==> src/rtl/enum_frame_decoder.sv <==
// enum_frame_decoder
//   Consumer stage downstream of the enum-constant driver. Accepts a frame
//   of four enum-coded fields over valid/ready. Each field is decoded to a
//   1-bit symbol plus an illegal-code flag. Decoded frames are buffered in a
//   2-entry FIFO. Intake halts after ERR_LIMIT consecutive erroneous frames.
//   Saturating statistics count accepted frames and erroneous frames.
//
// Ports
//   clk, rst_n          clock (rising edge), asynchronous active-low reset
//   clear               sync pulse: leave HALT, zero statistics and consec count
//   in_valid/in_ready   input handshake; accept when both are high
//   in_var1..in_var4    5/6/7/8-bit coded fields
//   out_valid/out_ready FIFO head valid / downstream pop
//   out_sym, out_err    decoded symbols / illegal flags, bit i = field i+1
//   frame_cnt, err_cnt  saturating accepted-frame / erroneous-frame counters
//   halted              intake halted after an error run
module enum_frame_decoder #(
  parameter logic [4:0]  E1_A      = 5'b00111,
  parameter logic [4:0]  E1_B      = 5'b11100,
  parameter logic [5:0]  E2_A      = 6'b000111,
  parameter logic [5:0]  E2_B      = 6'b111000,
  parameter logic [6:0]  E3_A      = 7'b0011100,
  parameter logic [6:0]  E3_B      = 7'b1100011,
  parameter logic [7:0]  E4_A      = 8'b01011010,
  parameter logic [7:0]  E4_B      = 8'b11010011,
  parameter int unsigned ERR_LIMIT = 3,
  parameter int unsigned CNT_W     = 8
) (
  input  logic             clk,
  input  logic             rst_n,
  input  logic             clear,
  input  logic             in_valid,
  output logic             in_ready,
  input  logic [4:0]       in_var1,
  input  logic [5:0]       in_var2,
  input  logic [6:0]       in_var3,
  input  logic [7:0]       in_var4,
  output logic             out_valid,
  input  logic             out_ready,
  output logic [3:0]       out_sym,
  output logic [3:0]       out_err,
  output logic [CNT_W-1:0] frame_cnt,
  output logic [CNT_W-1:0] err_cnt,
  output logic             halted
);

  typedef enum logic {
    S_RUN  = 1'b0,
    S_HALT = 1'b1
  } state_t;

  localparam logic [3:0]       LIMIT   = 4'(ERR_LIMIT);
  localparam logic [CNT_W-1:0] CNT_MAX = '1;

  state_t           state_q, state_d;
  logic [3:0]       consec_q, consec_d;
  logic [CNT_W-1:0] frame_cnt_q, frame_cnt_d;
  logic [CNT_W-1:0] err_cnt_q, err_cnt_d;
  logic [7:0]       mem_q [2];
  logic [7:0]       mem_d [2];
  logic             wr_ptr_q, wr_ptr_d;
  logic             rd_ptr_q, rd_ptr_d;
  logic [1:0]       count_q, count_d;

  logic [3:0]       dec_sym;
  logic [3:0]       dec_err;
  logic             accept;
  logic             pop;

  // Field decode: A -> 0, B -> 1, anything else -> sym 0 with error flag.
  always_comb begin
    dec_sym = '0;
    dec_err = '0;
    dec_sym[0] = (in_var1 == E1_B);
    dec_err[0] = (in_var1 != E1_A) && (in_var1 != E1_B);
    dec_sym[1] = (in_var2 == E2_B);
    dec_err[1] = (in_var2 != E2_A) && (in_var2 != E2_B);
    dec_sym[2] = (in_var3 == E3_B);
    dec_err[2] = (in_var3 != E3_A) && (in_var3 != E3_B);
    dec_sym[3] = (in_var4 == E4_B);
    dec_err[3] = (in_var4 != E4_A) && (in_var4 != E4_B);
  end

  // Fullness uses the registered count only, so a same-cycle pop never
  // makes room for a push when full.
  assign in_ready  = (count_q != 2'd2) && (state_q == S_RUN) && !clear;
  assign accept    = in_valid && in_ready;
  assign out_valid = (count_q != 2'd0);
  assign pop       = out_valid && out_ready;

  assign out_sym   = mem_q[rd_ptr_q][3:0];
  assign out_err   = mem_q[rd_ptr_q][7:4];
  assign frame_cnt = frame_cnt_q;
  assign err_cnt   = err_cnt_q;
  assign halted    = (state_q == S_HALT);

  always_comb begin
    state_d     = state_q;
    consec_d    = consec_q;
    frame_cnt_d = frame_cnt_q;
    err_cnt_d   = err_cnt_q;
    mem_d       = mem_q;
    wr_ptr_d    = wr_ptr_q;
    rd_ptr_d    = rd_ptr_q;
    count_d     = count_q;

    // FIFO datapath (clear leaves contents untouched)
    if (pop) begin
      rd_ptr_d = ~rd_ptr_q;
    end
    if (accept) begin
      mem_d[wr_ptr_q] = {dec_err, dec_sym};
      wr_ptr_d        = ~wr_ptr_q;
    end
    case ({accept, pop})
      2'b10:   count_d = count_q + 2'd1;
      2'b01:   count_d = count_q - 2'd1;
      default: count_d = count_q;
    endcase

    // Statistics and error-run tracking. accept is never high with clear.
    if (clear) begin
      frame_cnt_d = '0;
      err_cnt_d   = '0;
      consec_d    = '0;
      state_d     = S_RUN;
    end else if (accept) begin
      if (frame_cnt_q != CNT_MAX) begin
        frame_cnt_d = frame_cnt_q + 1'b1;
      end
      if (|dec_err) begin
        if (err_cnt_q != CNT_MAX) begin
          err_cnt_d = err_cnt_q + 1'b1;
        end
        consec_d = consec_q + 4'd1;
      end else begin
        consec_d = '0;
      end
      // The frame that completes the run is still queued and counted.
      if (consec_d == LIMIT) begin
        state_d = S_HALT;
      end
    end
  end

  always_ff @(posedge clk or negedge rst_n) begin
    if (!rst_n) begin
      state_q     <= S_RUN;
      consec_q    <= '0;
      frame_cnt_q <= '0;
      err_cnt_q   <= '0;
      mem_q[0]    <= '0;
      mem_q[1]    <= '0;
      wr_ptr_q    <= 1'b0;
      rd_ptr_q    <= 1'b0;
      count_q     <= '0;
    end else begin
      state_q     <= state_d;
      consec_q    <= consec_d;
      frame_cnt_q <= frame_cnt_d;
      err_cnt_q   <= err_cnt_d;
      mem_q       <= mem_d;
      wr_ptr_q    <= wr_ptr_d;
      rd_ptr_q    <= rd_ptr_d;
      count_q     <= count_d;
    end
  end

endmodule
==> config.mk <==
export PLATFORM = sky130hd
export DESIGN_NAME = enum_frame_decoder
export DESIGN_NICKNAME = d
export VERILOG_FILES = /design/src/rtl/enum_frame_decoder.sv
export SDC_FILE = /design/constraint.sdc
export NUM_CORES = 1
export LEC_CHECK = 0
export CORE_MARGIN = 2
export CORE_UTILIZATION = 43
export CTS_CLUSTER_SIZE = 30
export DETAILED_ROUTE_END_ITERATION = 16
export PLACE_DENSITY = 0.74
export SKIP_LAST_GASP = 1
export SLEW_MARGIN = 20
export SYNTH_ARGS = -nofsm -noshare
export SYNTH_HDL_FRONTEND = slang
export SYNTH_SLANG_ARGS = --single-unit
==> constraint.sdc <==
create_clock -name clk -period 1.9 [get_ports clk]
set_input_delay 0.475 -clock clk [delete_from_list [all_inputs] [get_ports clk]]
set_output_delay 0.475 -clock clk [all_outputs]
set_load 0.005 [all_outputs]
; ---- Yosys cells after proc, flatten, opt, wreduce, memory -nomap -nowiden
; Cells that the tools add are included.
[totals]
reg_bits = 41
input_bits = 31
out_inout_bits = 27
elab_cells = 83
[op_classes]
addsub = 5
magnitude_cmp = 3
n_eq_ne = 18
n_mux = 22
bitwise_logic = 5
n_reduce_logical = 21
[op_table]
columns = operator, count
row1 = two-way mux 8 bit, 11
row2 = "inequality test 8 bit, second input constant", 3
row3 = two-way mux 4 bit, 5
row4 = "adder 8 x 1 -> 8 bit, second input constant", 2
row5 = bitwise mux 16 bit, 1
row6 = nonzero test 2 bit, 7
row7 = logical AND 1 bit, 9
row8 = demux 8 bit (select 1 bit), 1
row9 = "== test 8 bit, second input constant", 1
row10 = "inequality test 8 x 7 -> 1 bit, second input constant", 1
row11 = "== test 7 bit, second input constant", 1
row12 = "inequality test 7 x 5 -> 1 bit, second input constant", 1
row13 = "inequality test 7 bit, second input constant", 1
row14 = "== test 6 bit, second input constant", 1
row15 = "inequality test 6 x 3 -> 1 bit, second input constant", 1
row16 = "inequality test 6 bit, second input constant", 1
row17 = "== test 5 bit, second input constant", 1
row18 = "inequality test 5 x 3 -> 1 bit, second input constant", 1
row19 = "inequality test 5 bit, second input constant", 1
row20 = "adder 4 x 1 -> 4 bit, second input constant", 1
row21 = "== test 4 x 2 -> 1 bit, second input constant", 1
row22 = ">= comparator 2 bit, second input constant", 2
row23 = NOT 1 -> 2 bit, 2
row24 = case mux 2 bit (2 select lines), 1
row25 = other kinds (12), 17

; ---- Logic depth before layout (Yosys ltp)
[depth]
ltp_word = 10
mapped_depth = 7
ltp_nobuf = 7

; ---- Worst setup path after synthesis
; OpenSTA, ideal clock, no wires.
[synth_path]
path_type = input-to-reg
from = input in_var2[2]
to = register consec_q[0]
setup_ns = 0.125
arrival_ns = 1.870
required_time_ns = 1.775
slack_ns = -0.095
stages = 6
path_buffers = 1
path_cell_list = nand4b_1 nor3_1 a31oi_1 o41a_2 buf_4 mux2_2
[synth_between]
elab_chain_len = 8
word_cells_on_any_way = 9
cone_classes = eq/ne: 2 / mux: 5 / reduce/logical: 2
[synth_rtl]
columns = element, line
row1 = "start, declared", 35  ; input logic [5:0] in_var2,
row2 = inequality test 6 x 3 -> 1 bit or inequality test 6 bit (tied branches), 77  ; dec_err[1] = (in_var2 != E2_A) && (in_var2 != E2_B);
row3 = logical AND 1 bit *, 77
row4 = OR reduction 4 bit *, 131  ; if (|dec_err) begin
row5 = two-way mux 4 bit *, 131
row6 = two-way mux 4 bit *, 127  ; end else if (accept) begin
row7 = two-way mux 4 bit *, 122  ; if (clear) begin
row8 = two-way mux 4 bit *, 127
row9 = two-way mux 4 bit *, 122
row10 = "end signal, assigned", 159  ; consec_q <= consec_d;
row11 = "end, declared", 56  ; logic [3:0] consec_q, consec_d;
; Every way passes the cells marked *; elsewhere a longest branch is shown, timed or not. The select of a mux whose other input is x is not followed.
; A chain may end at the register's enable or synchronous reset.

; ---- Final worst setup path
[layout_path]
from = input in_var4[3]
to = register err_cnt_q[1], in the netlist err_cnt[1]
[layout_between]
elab_chain_len = 5
word_cells_on_any_way = 6
cone_classes = eq/ne: 2 / reduce/logical: 4
[layout_rtl]
columns = element, line
row1 = "start, declared", 37  ; input logic [7:0] in_var4,
row2 = inequality test 8 x 7 -> 1 bit or inequality test 8 bit (tied branches), 81  ; dec_err[3] = (in_var4 != E4_A) && (in_var4 != E4_B);
row3 = logical AND 1 bit *, 81
row4 = OR reduction 4 bit *, 131
row5 = nonzero test 2 bit (no source line) *, -
row6 = AND reduction 3 bit (no source line) *, -
row7 = "end signal, assigned", 161  ; err_cnt_q <= err_cnt_d;
row8 = "end, declared", 58  ; logic [CNT_W-1:0] err_cnt_q, err_cnt_d;
; Every way passes the cells marked *; elsewhere a longest branch is shown, timed or not.

==> reports/metrics.cfg <==
[run_status]
run_status = finished clean

[global_route]
grt_first_pass_wirelength_mm = 9.04
antenna_violations_before_repair = 0
maximum_number_of_pins_on_one_net_before_global_route_repair = 18
track_usage_pct = 22.0
via_count_of_the_first_global_routing_pass = 1861
grt_overflow_total = 0

[synth]
ys_seq_area_share_pct = 49.1
syn_area_per_cell_sq_um = 10.8
yosysTopAreaCell = sky130_fd_sc_hd__dfrtp_1
synth_largest_type_area_fraction_pct = 49.1
post_synth_instance_area_sq_um = 2090
syn-instance-count = 193
synthesis.yosys.warnings = 0
post_syn_nets = 228
synth_cell_types = 45
async_s_r_ff_share_synth_pct = 100
synth_ff_type = sky130_fd_sc_hd__dfrtp_1
netlist_top_cells_area = sky130_fd_sc_hd__dfrtp_1 49%, sky130_fd_sc_hd__mux2_2 11%, sky130_fd_sc_hd__nand2_1 4.7%
yosys_reg_bits = 41
synth-edff-count = 0

[clock_network]
tritoncts = done
clock_sink_count = 41
h_tree_lvl_count = 2
clock_latency_ns = 0.30
clockRootBuffer = sky130_fd_sc_hd__clkbuf_8
tritoncts.num_buffers = 5
clk_transition_reported_paths_ns = 0.08
clk_path_buf_depth = 2

[routing]
drc = 0
drt_pass1_iterations = 4
remaining_number_of_nets_flagged_by_the_antenna_check_after_routing = 0
dr_total_vias = 1873
detail_route.iter0.violations = 60
vias_per_cell = 5.38
finalWirelength_mm = 5.55
routed_wire_length_per_instance_um = 16.0

[min_path]
min-delay-path-class = input port to async pin

[timing]
skew_ns = 0.00626
post-route-period-util_pct = 98.2
final.setup.worst_slack_ns = 0.0340
final_max_slew_viols = 0
hold_viol = 0
final_period_minus_worst_setup_slack_ns = 1.87
max_slew_margin_pct = 72.4
clock.fmax_mhz = 536
tightestPinTransition_ns = 0.414
setup-violations-final = 0

[job]
max_cap_violations = 0

[setup_path]
crit_slowest_cell = sky130_fd_sc_hd__o41a_4
path_max_fanout = 6
reg2reg_setup_slack_ns = 0.11
cp.depth = 7
timing.critical_path.max_delay_family = compound AO/OA/AOI/OAI gates
rr_worst_depth = 6
arrival_ns = 2.06
path_class = input port to flop
worstSetupStartpoint = in_var4[3]
setup.worst_path.start_class = input port
endpoint_kind = flop
crit_path_cell_trace = dlygate4sd2_1, and3b_2, o2111ai_4, o41a_4, buf_6, and3_4, a31o_4
timing.critical_path.required_ns = 2.09
critical_path.max_stage_delay_ns = 0.45
reg2reg_from = err_cnt[1]
worst_path_buf_inv = 2

[cells_and_area]
stdcell_count = 348
design.final.nets = 328
diodes = 0
syn_to_final_growth_pct = 55.5
final_layout_size_suffix_gt1_share_pct = 35.7
fillers = 351

[die]
rows = 25
dieHeight_um = 73.7
initial_core_util_pct = 44.5
dieWidth_um = 73.7
core_area_sq_um = 4690
top_level_ports = 58
dieArea_sq_um = 5430

[placement]
io_buffer_count = 57
gp_routability_congestion = 0.772
detailedPlacementHpwl_mm = 3.66
dp_slack_ns = -0.650
place.detailed.instances = 316

[pwr]
power_per_cell_area_nw_per_um2 = 855
leakage_nw = 1.44
vdd.ir_drop.worst_uv = 461

layer usage:
| layer | vias up | part of all wire (%) | GRT usage, % |
|---|---|---|---|
| li1 | 899 | - | - |
| met3 | 13 | 2.8 | 4.53 |
| met5 | - | 0 | 0 |
| met4 | 0 | 2.7 | 8.69 |
| met2 | 41 | 52 | 37.8 |
| met1 | 920 | 43 | 27.0 |
cell usage in the layout (no fill, tap or decap), types with 2 or more instances in the layout:
cell,count
sky130_fd_sc_hd__mux2i_1,3
sky130_fd_sc_hd__dfrtp_1,39
sky130_fd_sc_hd__dlygate4sd2_1,17
sky130_fd_sc_hd__o21ai_0,7
sky130_fd_sc_hd__nand4_1,5
sky130_fd_sc_hd__a21oi_1,3
sky130_fd_sc_hd__nand3_1,4
sky130_fd_sc_hd__nor2b_1,3
sky130_fd_sc_hd__and4_1,2
sky130_fd_sc_hd__a22o_1,2
sky130_fd_sc_hd__dfrtp_2,2
sky130_fd_sc_hd__nor2_1,10
sky130_fd_sc_hd__buf_6,5
sky130_fd_sc_hd__nor3_2,5
sky130_fd_sc_hd__xor2_1,3
sky130_fd_sc_hd__clkbuf_8,6
sky130_fd_sc_hd__buf_4,33
sky130_fd_sc_hd__inv_2,2
sky130_fd_sc_hd__clkdlybuf4s50_1,19
sky130_fd_sc_hd__mux2_2,21
sky130_fd_sc_hd__xnor2_1,7
sky130_fd_sc_hd__nor3_1,3
sky130_fd_sc_hd__clkbuf_2,2
sky130_fd_sc_hd__clkdlybuf4s15_1,12
sky130_fd_sc_hd__a211oi_1,2
sky130_fd_sc_hd__inv_1,2
sky130_fd_sc_hd__or3_1,3
sky130_fd_sc_hd__a31oi_2,2
sky130_fd_sc_hd__ha_1,4
sky130_fd_sc_hd__nand2_1,25
sky130_fd_sc_hd__buf_2,7
sequential cells by signal, indices dropped and copies added, names as in the netlist:
name / count
consec_q: 4
rd_ptr_q: 1
wr_ptr_q: 1
halted: 1
count_q: 2
err_cnt: 8
frame_cnt: 8
mem_q: 16
worst reg2reg max path: cells and delay by family (launching register included):
| family | cells | cell delay, ns |
|---|---|---|
| and+or+nand+nor | 4 | 0.82 |
| DFF | 1 | 0.43 |
| AOI/OAI and AO/OA | 1 | 0.20 |
| adders and majority gates | 1 | 0.24 |
metrics by stage:
step / hold WS, ns / power, mW / util, % / instance area, sq um / setup TNS [ns]
after detailed placement: 0.422 / 1.92 / 60.8 / 2850 / -13.37
after floorplan: 0.179 / 1.53 / - / 2110 / -0.0235
after global routing: 0.118 / 2.93 / 69.2 / 3250 / -0.00105
final: 0.0989 / 2.78 / 69.2 / 3250 / 0
after global placement: 0.424 / 1.88 / 60.8 / 2850 / -12.42
after CTS: 0.104 / 2.74 / 67.2 / 3150 / 0
Yosys cell counts, types with 2 or more instances:
cell type / n
sky130_fd_sc_hd__dfrtp_1: 41
sky130_fd_sc_hd__nand2_1: 26
sky130_fd_sc_hd__mux2_2: 21
sky130_fd_sc_hd__nor2_1: 11
sky130_fd_sc_hd__nor3_1: 9
sky130_fd_sc_hd__o21ai_0: 8
sky130_fd_sc_hd__xnor2_1: 7
sky130_fd_sc_hd__nand3_1: 5
sky130_fd_sc_hd__nand4_1: 5
sky130_fd_sc_hd__ha_1: 4
sky130_fd_sc_hd__a21oi_1: 3
sky130_fd_sc_hd__a31oi_1: 3
sky130_fd_sc_hd__clkbuf_1: 3
sky130_fd_sc_hd__inv_1: 3
sky130_fd_sc_hd__mux2i_1: 3
sky130_fd_sc_hd__nor2b_1: 3
sky130_fd_sc_hd__or3_1: 3
sky130_fd_sc_hd__xor2_1: 3
sky130_fd_sc_hd__a211oi_1: 2
sky130_fd_sc_hd__a22o_1: 2
sky130_fd_sc_hd__and3_1: 2
sky130_fd_sc_hd__and4_1: 2
sky130_fd_sc_hd__nor3b_1: 2
timing repair:
action,in CTS,in global routing
endpoints found under the setup margin,25,22
setup buffers,19,6
hold buffers,0,0
resized for setup,79,24
hold endpoints to repair,0,0
pin swaps,20,13
worst paths after layout:
kind,endpoint
max,err_cnt[1]
min,frame_cnt[7]
min reg2reg,mem_q[11]
min in group clk,mem_q[11]
max in group asynchronous,halted
max reg2reg,err_cnt[1]
where the power goes:
group,internal (mW),total [mW],switching (mW),leakage [nW]
clock,0.427,0.737,0.309,0.0574
combinational,0.538,0.920,0.382,0.867
sequential,1.01,1.12,0.115,0.519
final cells by class:
class	instances	area, sq um	share of cell area, %
Clock buffer	6	82.6	2.54
Clock inverter	2	37.5	1.16
Inverter	4	15.0	0.462
Multi-Input combinational cell	144	1170	36.2
Sequential cell	41	1030	31.7
Tap cell	54	67.6	2.08
Timing Repair Buffer	97	841	25.9
cell families after synthesis:
kind of cell / synth area share, %
AOI/OAI and AO/OA: 10.1
xor gates and xnor gates: 4.19
adders and majority gates: 2.40
buffers and inverters: 1.62
DFF: 49.1
muxes: 12.8
and+or+nand+nor: 19.8
(Power assumes the default switching activity.)
==> edit (config.mk and constraints unchanged) <==
The parameter `CNT_W` goes from 8 to 6.
--- a/src/rtl/enum_frame_decoder.sv
+++ b/src/rtl/enum_frame_decoder.sv
@@ -24,7 +24,7 @@
   parameter logic [7:0]  E4_A      = 8'b01011010,
   parameter logic [7:0]  E4_B      = 8'b11010011,
   parameter int unsigned ERR_LIMIT = 3,
-  parameter int unsigned CNT_W     = 8
+  parameter int unsigned CNT_W     = 6
 ) (
   input  logic             clk,
   input  logic             rst_n,
Ports: changed (resized err_cnt and frame_cnt); port bits go from 58 to 54. No check against the original RTL was run, so the function may have changed too.
==> edit against the unedited design <==
  * The flow now finishes with violations (negative setup slack)
  * First-iteration DRC count rose by 37%
  * Setup slack lost 0.17 ns
  * Synthesized area down 6.2%
  * Final area decreased by 5.0%
  * Power decreased by 7.8%
  * Routed wire length down 6.2%
  * Via count down 2.5%
  * Sequential cell count is 4 lower
==> edit: results (changes against the unedited design) <==
Final layout
  • ANT cells: 0 (unchanged)
  • Number of flip-flops under the largest register name: 16 (unchanged)
  • Largest register by flop count: mem_q
  • Proportion of layout cells with a drive suffix above 1: 36.81% (+1.1 points)
  • Final layout net count: 322 (-1.8%)
  • Fillcell total: 319 (-9.1%)

Worst setup path
  • Critical path fanouts, max: 3 (-3)
  • Arrival time reported for the critical path endpoint: 1.56 ns (-0.50 ns)

Synthesis
  • Ys Warns: 0 (unchanged)
  • Most instantiated cells after synthesis: dfrtp_1, nand2_1, mux2_2
  • Top cells by area in the synthesized netlist: dfrtp_1, mux2_2, nand2_1, o21ai_0, a2111oi_4
  • Number of distinct library cells after synthesis: 44 (-2.2%)
  • Synthesized netlist net count: 222 (-2.6%)
  • Mapped Cells: 187 (-3.1%)
  • Share of synthesized area occupied by flip-flops and latches: 47.25% (-1.9 points)

Clock tree
  • Root buf cell: clkbuf_8
  • Clock H-tree levels: 2 (unchanged)
  • Clock-pin slew reported for the worst setup and hold paths after clock tree synthesis: 0.08 ns (about the same)
  • Worst-case clock buffer depth: 2 (unchanged)
  • Later-pin clock latency in the skew report: 0.30 ns (about the same)

Drt
  • Iteration-0 DRC count of the detailed router: 82 (+37%)
  • Final Routed Wirelength: 5210 µm (-6.2%)
  • Via count normalized by instance count: 5.374 (-0.16%)
  • Post-DR wirelength/cell: 15.32 µm (-4.0%)

Placement
  • Worst slack after detailed placement: -0.6233 ns (+0.02714 ns)
  • Cell Count Post-Placement: 311 (-1.6%)
  • Detail Placement HPWL: 3267 µm (-11%)
  • Final weighted congestion in routability-driven placement: 0.7546 (-2.2%)
  • IO Port Bufs: 53 (-7.0%)

Power and ir drop
  • Worst vdd rail ir drop: 416.7 µV (-9.7%)
  • Leakage power of the design: 0.001406 µW (-2.6%)

Global routing
  • Maximum number of pins on one net before global-route repair: 38 (+20)
  • Met3 Use GR: 4.360% (-0.17 points)
  • Overall fraction of global-route tracks in use: 20.81% (-1.2 points)
  • First-pass GRT wire length: 8211 µm (-9.2%)
  • Met1 track utilization from global routing: 25.84% (-1.1 points)
  • GR Layer Usage met2: 34.98% (-2.8 points)
  • Number of global-route vias before repair: 1,830 (-1.7%)
  • Initial antenna violation count: 0 (unchanged)

STA
  • Setup TNS: -0.1341 ns (-0.1341 ns)
  • Final setup fails: 1 (+1)
  • Largest clock skew in the final design: 0.007849 ns (+0.001590 ns)
  • Max-Slew Margin vs Limit: 68.45% (-4.0 points)
  • Setup WS post-layout: -0.1341 ns (-0.1681 ns)

Run status
  • Run status: finished with violations
  • Violated checks: negative setup slack

Floorplanning
  • Core area: 4384 µm² (-6.6%)
==> edit: path summary, 6_finish.rpt <==
check / endpoint / cells past startpoint / slack, ns / startpoint
max in group asynchronous: rd_ptr_q$_DFFE_PN0P_ / 2 / 1.34 / rst_n
worst max-delay path: out_sym[3] / 3 / -0.13 / rd_ptr_q$_DFFE_PN0P_
min in group clk: wr_ptr_q$_DFFE_PN0P_ / 1 / 0.48 / wr_ptr_q$_DFFE_PN0P_
worst min register to register: wr_ptr_q$_DFFE_PN0P_ / 1 / 0.48 / wr_ptr_q$_DFFE_PN0P_
worst max register to register: frame_cnt[0]$_DFFE_PN0P_ / 8 / 0.12 / frame_cnt[1]$_DFFE_PN0P_
worst min-delay path: frame_cnt[2]$_DFFE_PN0P_ / 2 / 0.21 / rst_n
==> edit: logic make-up after synthesis <==
| family | synth area share [%] |
|---|---|
| and+or+nand+nor | 18.97 |
| buffers and inverters | 3.001 |
| AOI/OAI and AO/OA | 15.33 |
| muxes | 9.770 |
| xor gates and xnor gates | 3.129 |
| DFF | 47.25 |
| adders and majority gates | 2.554 |
==> edit: critical path, cell delays in order (launching register included) <==
cell and delay, ns:
dfrtp_2 0.38, buf_6 0.10, mux2_2 0.32, clkdlybuf4s50_1 0.45
==> edit: routing by layer <==
metal  up-vias  wire (µm)
met5         -          0
met4         0         73
met3         8        195
met2        44       2658
met1       883       2282
li1        892          -
==> edit: per-stage QoR <==
stage | utilization, % | instance area (µm²)
CTS | 69.24 | 3035
floorplan | - | 1969
detailed placement | 62.10 | 2723
global placement | 62.10 | 2723
global route | 70.38 | 3085
finish | 70.38 | 3085
==> edit: repair_timing <==
item,in CTS,in global routing
endpoints found under the setup margin,25,33
buffers inserted,16,4
pin swaps,21,15
gates cloned,1,0
resized for setup,62,34
hold buffers,0,0
hold endpoints to repair,0,0
==> edit: area by class of cell <==
type	count	area share, %
inverters	9	1.095
well taps	52	2.109
clock buffers	5	2.230
clock inverters	3	1.500
multi-input cells	135	35.85
repair buffers	99	27.13
flip-flops and latches	37	30.09
==> edit: power breakdown <==
part	leakage (µW)	switching, µW	internal, µW
registers	0.000462	87.0	910
clock network	0.0000543	309	393
logic	0.000889	367	494
